$ cat src/rtl/program_loader_pkg.sv
// program_loader_pkg: shared widths and loader FSM states
package program_loader_pkg;
  localparam int WORD = 32;
  localparam int HALF_WORD = 16;
  typedef enum logic [2:0] {IDLE, LOAD, FLUSH, HOLD, RUN} loader_state_e;
endpackage

$ cat src/rtl/program_loader_hold_counter.sv
// loader_hold_counter: loadable down-counter with zero flag for the reset-hold window
module loader_hold_counter #(
  parameter int W = 3
) (
  input  logic         clk,
  input  logic         rst,
  input  logic         load,
  input  logic         dec,
  input  logic [W-1:0] load_val,
  output logic         zero
);
  logic [W-1:0] cnt;
  always_ff @(posedge clk)
    if (rst) cnt <= '0;
    else if (load) cnt <= load_val;
    else if (dec && cnt != '0) cnt <= cnt - 1'b1;
  assign zero = cnt == '0;
endmodule

$ cat src/rtl/program_loader.sv
// program_loader: streams halfwords into instruction memory then releases CPU reset; PROGRAM_LOADER_CHECKSUM_EN adds a load checksum
module program_loader
  import program_loader_pkg::*;
#(
  parameter int ADDR_STEP = 2,
  parameter int MAX_HALFWORDS = 1024,
  parameter int RESET_HOLD_CYCLES = 4,
  parameter int LEN_W = $clog2(MAX_HALFWORDS + 1)
) (
  input  logic                 clk_i,
  input  logic                 reset_i,
  input  logic                 start_i,
  input  logic [LEN_W-1:0]     length_i,
  input  logic [WORD-1:0]      base_addr_i,
  input  logic                 data_valid_i,
  input  logic [HALF_WORD-1:0] data_i,
  output logic                 data_ready_o,
  output logic                 mem_write_en_o,
  output logic [HALF_WORD-1:0] instruction_o,
  output logic [WORD-1:0]      instruction_addr_o,
  output logic                 cpu_reset_o,
  output logic                 busy_o,
  output logic                 done_o,
`ifdef PROGRAM_LOADER_CHECKSUM_EN
  input  logic [HALF_WORD-1:0] expected_sum_i,
  output logic                 checksum_fail_o,
`endif
  output logic                 error_o
);
  localparam int HW = $clog2(RESET_HOLD_CYCLES + 1);
  loader_state_e state, nstate;
  logic [WORD-1:0] addr;
  logic [LEN_W-1:0] count;
  logic hold_done, sum_bad;
  logic len_ok, accept, beat;
  assign len_ok = length_i != '0 && length_i <= LEN_W'(MAX_HALFWORDS);
  assign accept = start_i && len_ok && (state == IDLE || state == RUN);
  assign beat = state == LOAD && data_valid_i && data_ready_o;
  loader_hold_counter #(.W(HW)) u_hold (
    .clk(clk_i),
    .rst(reset_i),
    .load(state == FLUSH),
    .dec(state == HOLD),
    .load_val(HW'(RESET_HOLD_CYCLES - 1)),
    .zero(hold_done)
  );
  always_comb begin
    nstate = state;
    unique case (state)
      IDLE, RUN: nstate = accept ? LOAD : state;
      LOAD:      nstate = beat && count == LEN_W'(1) ? FLUSH : LOAD;
      FLUSH:     nstate = sum_bad ? IDLE : HOLD;
      HOLD:      nstate = hold_done ? RUN : HOLD;
      default:   nstate = IDLE;
    endcase
  end
  // Status outputs follow the next state so they stay registered yet line up with it
  always_ff @(posedge clk_i)
    if (reset_i) begin
      state <= IDLE;
      data_ready_o <= 1'b0;
      mem_write_en_o <= 1'b0;
      instruction_o <= '0;
      instruction_addr_o <= '0;
      cpu_reset_o <= 1'b1;
      busy_o <= 1'b0;
      done_o <= 1'b0;
      error_o <= 1'b0;
      addr <= '0;
      count <= '0;
    end else begin
      state <= nstate;
      data_ready_o <= nstate == LOAD;
      busy_o <= nstate inside {LOAD, FLUSH, HOLD};
      done_o <= nstate == RUN;
      cpu_reset_o <= nstate != RUN;
      error_o <= start_i && !accept;
      mem_write_en_o <= beat;
      if (beat) begin
        instruction_o <= data_i;
        instruction_addr_o <= addr;
        addr <= addr + WORD'(ADDR_STEP);
        count <= count - 1'b1;
      end
      if (accept) begin
        addr <= base_addr_i;
        count <= length_i;
      end
    end
`ifdef PROGRAM_LOADER_CHECKSUM_EN
  logic [HALF_WORD-1:0] sum, exp_sum;
  assign sum_bad = sum != exp_sum;
  always_ff @(posedge clk_i)
    if (reset_i) begin
      sum <= '0;
      exp_sum <= '0;
      checksum_fail_o <= 1'b0;
    end else begin
      if (beat) sum <= sum + data_i;
      if (accept) begin
        sum <= '0;
        exp_sum <= expected_sum_i;
        checksum_fail_o <= 1'b0;
      end
      if (state == FLUSH && sum_bad) checksum_fail_o <= 1'b1;
    end
`else
  assign sum_bad = 1'b0;
`endif
endmodule
$ cat config.mk
export PLATFORM = sky130hd
export DESIGN_NAME = program_loader
export DESIGN_NICKNAME = d
export VERILOG_FILES = /design/src/rtl/program_loader_pkg.sv /design/src/rtl/program_loader_hold_counter.sv /design/src/rtl/program_loader.sv
export SDC_FILE = /design/constraint.sdc
export NUM_CORES = 1
export LEC_CHECK = 0
export ABC_AREA = 1
export CORE_MARGIN = 4
export CORE_UTILIZATION = 55
export CTS_CLUSTER_SIZE = 40
export DETAILED_ROUTE_END_ITERATION = 16
export PLACE_DENSITY = 0.9
export SLEW_MARGIN = 20
export SYNTH_ARGS = -nofsm -noshare
export SYNTH_HDL_FRONTEND = slang
export SYNTH_SLANG_ARGS = --single-unit
$ cat constraint.sdc
create_clock -name clk_i -period 3.85 [get_ports clk_i]
set_input_delay 0.77 -clock clk_i [delete_from_list [all_inputs] [get_ports clk_i]]
set_output_delay 0.77 -clock clk_i [all_outputs]
set_load 0.02 [all_outputs]
==> flow_metrics.env, run 1 <==
export IMPL_nets=943
export IMPL_clock_path_buffers=2
export IMPL_synth_edf_count=0
export IMPL_cts_max_level=3
export IMPL_rsz0062_at_grt="no"
export IMPL_max_slew_worst_pin_slew_ns=0.894
export IMPL_path_class="in2reg"
export IMPL_clk_latency_ns=0.38
export IMPL_postCtsSetupBuffers=0
export IMPL_fp_dieW_um=105
export IMPL_wl_per_cell_um=13.2
export IMPL_drive_gt1_frac=0.0398
export IMPL_start_util=0.562
export IMPL_tns_ns=0
export IMPL_ant_nets=0
export IMPL_dieArea_mm2=0.0110
export IMPL_num_rows=35
export IMPL_clk_pin_slew_ns=0.11
export IMPL_portBuffers=116
export IMPL_async_flop_share=0
export IMPL_fmax_mhz=377
export IMPL_ys_ff_latch=103
export IMPL_num_antenna_cells=0
export IMPL_critPathMaxFanout=48
export IMPL_status="finished, final reports clean"
export IMPL_cts_sinks=103
export IMPL_maxSlewViolCount=0
export IMPL_power_density_mw_per_mm2=324
export IMPL_critPathRequiredTime_ns=4.15
export IMPL_yosys_cell_types_count=37
export IMPL_synthFlopType="dfxtp_1"
export IMPL_grt_pass1_vias=4754
export IMPL_grt_max_degree=100
export IMPL_crit_path_end_kind="flop"
export IMPL_grt_overflow=0
export IMPL_crit_arrival_ns=2.95
export IMPL_setup_viol=0
export IMPL_yosysWarnings=0
export IMPL_area_growth_syn_to_layout_pct=25.5
export IMPL_synthesis_area_mm2=0.00517
export IMPL_drv_cap=0
export IMPL_final_hold_viol_count=0
export IMPL_holdBufCountCts=0
export IMPL_grt_pass1_wl_mm=21.9
export IMPL_cts_repair_resized=0
export IMPL_grt_use_total=0.237
export IMPL_grt_antenna_before_repair=0
export IMPL_start_kind="primary input"
export IMPL_synthCells=780
export IMPL_period_needed_ns=2.65
export IMPL_die_y_um=105
export IMPL_cts_buffers=9
export IMPL_ir_worst_vdd_v=0.000215
export IMPL_routed_wl_mm=13.1
export IMPL_dpl_cell_area_mm2=0.00630
export IMPL_vias=5109
export IMPL_dr_pass1_iters=5
export IMPL_place_hpwl_mm=9.00
export IMPL_synth_nets=848
export IMPL_fillCellCount=779
export IMPL_hp_class="reg2reg"
export IMPL_postSynthAreaPerCell_um2=6.63
export IMPL_ys_seq_area_frac=0.399
export IMPL_drc=0
export IMPL_gp_congestion=0.908
export IMPL_power_leakage_nw=2.72
export IMPL_skew_ns=0.0110
export IMPL_relSlewSlack=0.404
export IMPL_ctsRootBufferMaster="clkbuf_8"
export IMPL_tritoncts="yes"
export IMPL_core_area_mm2=0.00920
export IMPL_io_pins=117
export IMPL_fin_crit_sh=0.688
export IMPL_viasPerCell=5.16
export IMPL_drt_initial_drc_count=323
export IMPL_total_power_mw=2.11
export IMPL_final_area_mm2=0.00649
layout by cell type (no fill, tap or decap), drive strengths merged, types with 2 or more instances in the layout:
master,instances
a21oi,40
a31oi,2
buf,4
clkbuf,10
clkdlybuf4s50,116
clkinv,2
dfxtp,103
ha,5
inv,89
nand2,157
nand3,40
nand4,11
nor2,182
nor3,10
o21ai,76
or2,2
xnor2,4
xor2,18
power breakdown:
part	total [mW]	internal (mW)	leakage, nW	switching (mW)
Sequential	1.14	1.10	0.836	0.0374
Combinational	0.304	0.141	1.79	0.163
Clock	0.661	0.262	0.0939	0.398
layer usage:
layer  wire, µm  share of wire  vias up  GRT usage
met2       6000           0.46      174      0.379
met1       5930           0.45     2282      0.326
met5          0              0        -          0
li1           -              -     2637          -
met4        160          0.012        0     0.0590
met3        990          0.076       16     0.0519
cell families (layout without fill, tap and decap cells):
family	Yosys count	after routing	synth area share
simple gates	403	403	0.321
fa+ha+maj	5	5	0.0121
xor+xnor	22	22	0.0373
flops	103	103	0.399
buf+inv	122	222	0.103
compound gates	125	125	0.127
cell type report:
class | count | area (µm²) | area share
multi-input combinational | 555 | 2570 | 0.396
sequential | 103 | 2060 | 0.318
timing repair buffer | 120 | 1200 | 0.185
inverter | 86 | 323 | 0.0497
tap | 111 | 139 | 0.0214
clock buffer | 10 | 138 | 0.0212
clock inverter | 6 | 51.3 | 0.00791
registers in the layout, summed over array words and instances (netlist names):
name                count
addr                   32
busy_o                  1
count                  11
cpu_reset_o             1
data_ready_o            1
done_o                  1
error_o                 1
instruction_addr_o     32
instruction_o          16
mem_write_en_o          1
state                   3
u_hold.cnt              3
through the flow:
| stage | instances | setup slack (ns) | utilization | hold WS (ns) |
|---|---|---|---|---|
| global placement | 975 | 0.925 | 0.685 | 0.443 |
| global route | 991 | 1.00 | 0.706 | 0.488 |
| detailed placement | 975 | 0.837 | 0.685 | 0.446 |
| finish | 991 | 1.20 | 0.706 | 0.461 |
| CTS | 991 | 1.22 | 0.706 | 0.462 |
| floorplan | 780 | 1.95 | - | 0.430 |
worst max-delay path, stage by stage:
cell and delay [ns]:
clkdlybuf4s50_1 0.40, nand2_1 0.11, nor2_4 0.05, inv_2 0.63, nand2_4 0.33, inv_1 0.38
nand2_1 0.09, a21oi_1 0.17
final timing paths:
kind | startpoint | end | slack, ns | depth (start not counted)
setup / recovery | data_valid_i | addr[13] | 1.20 | 8
hold / removal | addr[0] | addr[0] | 0.46 | 2
setup reg to reg | state[2] | addr[13] | 1.48 | 8
hold reg to reg | addr[0] | addr[0] | 0.46 | 2
cells in the mapped netlist, types with 2 or more instances:
library cell / n / share of area
a21oi_1: 39 / 0.038
xnor2_1: 4 / 0.0068
a31oi_1: 2 / 0.0024
nor2_4: 2 / 0.0044
buf_2: 10 / 0.0097
nand4_1: 11 / 0.013
buf_6: 7 / 0.015
nand2_1: 156 / 0.11
clkbuf_1: 16 / 0.012
xor2_1: 18 / 0.031
inv_2: 2 / 0.0015
o21ai_0: 74 / 0.072
inv_1: 84 / 0.061
ha_1: 5 / 0.012
nand3_1: 38 / 0.037
nor2_2: 4 / 0.0048
dfxtp_1: 103 / 0.40
nor3_1: 10 / 0.0097
buf_4: 2 / 0.0029
nor2_1: 176 / 0.13
(Power assumes the default switching activity.)
==> run 2, diff against run 1 <==
--- a/config.mk
+++ b/config.mk
@@ -7,10 +7,10 @@
 export LEC_CHECK = 0
 export ABC_AREA = 1
 export CORE_MARGIN = 4
-export CORE_UTILIZATION = 55
+export CORE_UTILIZATION = 46
 export CTS_CLUSTER_SIZE = 40
 export DETAILED_ROUTE_END_ITERATION = 16
-export PLACE_DENSITY = 0.9
+export PLACE_DENSITY = 0.81
 export SLEW_MARGIN = 20
 export SYNTH_ARGS = -nofsm -noshare
 export SYNTH_HDL_FRONTEND = slang
==> constraint.sdc (replaced) <==
create_clock -name clk_i -period 2.37 [get_ports clk_i]
set_input_delay 0.474 -clock clk_i [delete_from_list [all_inputs] [get_ports clk_i]]
set_output_delay 0.474 -clock clk_i [all_outputs]
set_load 0.02 [all_outputs]
==> flow_metrics.env, run 2 (same netlist as run 1, synthesis figures left out) <==
export IMPL_routed_wl_mm=13.6
export IMPL_grt_use_total=0.212
export IMPL_power_internal_mw=2.79
export IMPL_power_leakage_nw=2.83
export IMPL_start_util=0.473
export IMPL_final_common_cell="nor2_1"
export IMPL_cp_top_family="buffers and inverters"
export IMPL_setup_viol=0
export IMPL_final_hold_viol_count=0
export IMPL_grt_antenna_before_repair=0
export IMPL_wl_per_cell_um=13.2
export IMPL_die_y_um=114
export IMPL_cts_max_level=3
export IMPL_power_density_mw_per_mm2=568
export IMPL_slowest_stage="clkdlybuf4s50_1"
export IMPL_critPathMaxFanout=13
export IMPL_crit_arrival_ns=2.21
export IMPL_start_kind="primary input"
export IMPL_layout_common_cells="nor2_1, nand2_1, clkdlybuf4s50_1"
export IMPL_drt_initial_drc_count=305
export IMPL_maxSlewViolCount=0
export IMPL_status="finished, final reports clean"
export IMPL_critPathRequiredTime_ns=2.64
export IMPL_clock_path_buffers=2
export IMPL_path_class="in2reg"
export IMPL_vias=5078
export IMPL_tritoncts="yes"
export IMPL_gp_congestion=0.921
export IMPL_nets=953
export IMPL_rsz0062_at_grt="no"
export IMPL_ant_nets=0
export IMPL_final_util=0.614
export IMPL_cts_repair_resized=0
export IMPL_tns_ns=0
export IMPL_fin_crit_sh=0.819
export IMPL_grt_overflow=0
export IMPL_dr_pass1_iters=5
export IMPL_fp_dieW_um=114
export IMPL_clkPwrFrac=0.381
export IMPL_fmax_mhz=515
export IMPL_period_needed_ns=1.94
export IMPL_postCtsSetupBuffers=0
export IMPL_grt_max_degree=84
export IMPL_num_antenna_cells=0
export IMPL_drc=0
export IMPL_skew_ns=0.00740
export IMPL_num_rows=38
export IMPL_hp_class="reg2reg"
export IMPL_grt_pass1_wl_mm=22.8
export IMPL_relSlewSlack=0.681
export IMPL_cts_buffers=9
export IMPL_area_growth_syn_to_layout_pct=29.9
export IMPL_ir_worst_vdd_v=0.000305
export IMPL_sequentialPowerShare=0.486
export IMPL_portBuffers=116
export IMPL_path_buf_inv=3
export IMPL_ctsRootBufferMaster="clkbuf_16"
export IMPL_p_sw_frac=0.269
export IMPL_power_frac_comb=0.133
export IMPL_max_slew_worst_pin_slew_ns=0.478
export IMPL_drive_gt1_frac=0.0506
export IMPL_top_regs="addr: 32 flops, instruction_addr_o: 32 flops, instruction_o: 16 flops"
export IMPL_grt_pass1_vias=4801
export IMPL_cp_cell_sequence="clkdlybuf4s50_1, nor2_1, nand2_1, o21ai_2, nand3_4, buf_4, o21ai_0, inv_1, a21oi_1"
export IMPL_holdBufCountCts=0
export IMPL_slowest_delay_ns=0.42
export IMPL_io_pins=117
export IMPL_drv_cap=0
export IMPL_clk_latency_ns=0.35
export IMPL_place_hpwl_mm=9.59
export IMPL_cts_sinks=103
export IMPL_core_area_mm2=0.0109
export IMPL_dieArea_mm2=0.0130
export IMPL_crit_path_end_kind="flop"
export IMPL_power_net_switching_mw=1.02
export IMPL_clk_pin_slew_ns=0.07
export IMPL_viasPerCell=4.93
## run 2: worst paths after layout
check	from	to	slack (ns)	cells after the start
hold / removal	addr[0]	addr[0]	0.47	2
hold reg to reg	addr[0]	addr[0]	0.47	2
setup reg to reg	state[2]	addr[2]	0.51	8
setup / recovery	length_i[6]	addr[2]	0.43	9
## run 2: worst reg2reg max path, delay by kind of cell (launching register included)
| family | cells | cell delay (ns) |
|---|---|---|
| and+or+nand+nor | 4 | 0.44 |
| DFF | 1 | 0.41 |
| buffers and inverters | 3 | 0.76 |
| AOI/OAI and AO/OA | 1 | 0.18 |
## run 2: power groups by stage
stage / sequential, mW / clock (mW) / combinational [mW]
6_report: 1.85 / 1.45 / 0.507
5_1_grt: 1.86 / 1.55 / 0.564
4_1_cts: 1.85 / 1.48 / 0.508
3_5_place_dp: 1.89 / 0 / 0.504
3_3_place_gp: 1.89 / 0 / 0.500
2_1_floorplan: 1.89 / 0 / 0.280
## run 2: cell type report
cell class	count	area [µm²]
clock inverter	6	51.3
timing repair buffer	130	1290
inverter	86	323
clock buffer	10	239
multi-input combinational	555	2570
sequential	103	2060
fill	1002	4220
tap	140	175
## run 2: layer usage
layer	vias to the layer above	global-route usage	routed length, µm	share of wire
met5	-	0	0	0
met4	0	0.0657	232	0.017
met3	19	0.0520	969	0.071
met2	159	0.326	6000	0.44
met1	2236	0.295	6380	0.47
li1	2664	-	-	-
## run 2: metrics by stage
stage                     area [µm²]  instances  worst slack (ns)  total power, mW  hold WS [ns]
after CTS                       6710       1030             0.424             3.83         0.471
after detailed placement        6420       1014             0.101             2.39         0.461
final                           6710       1030             0.429             3.81         0.469
after floorplan                 5170        780             0.762             2.17         0.430
after global placement          6420       1014             0.149             2.39         0.447
after global routing            6710       1030             0.218             3.98         0.510
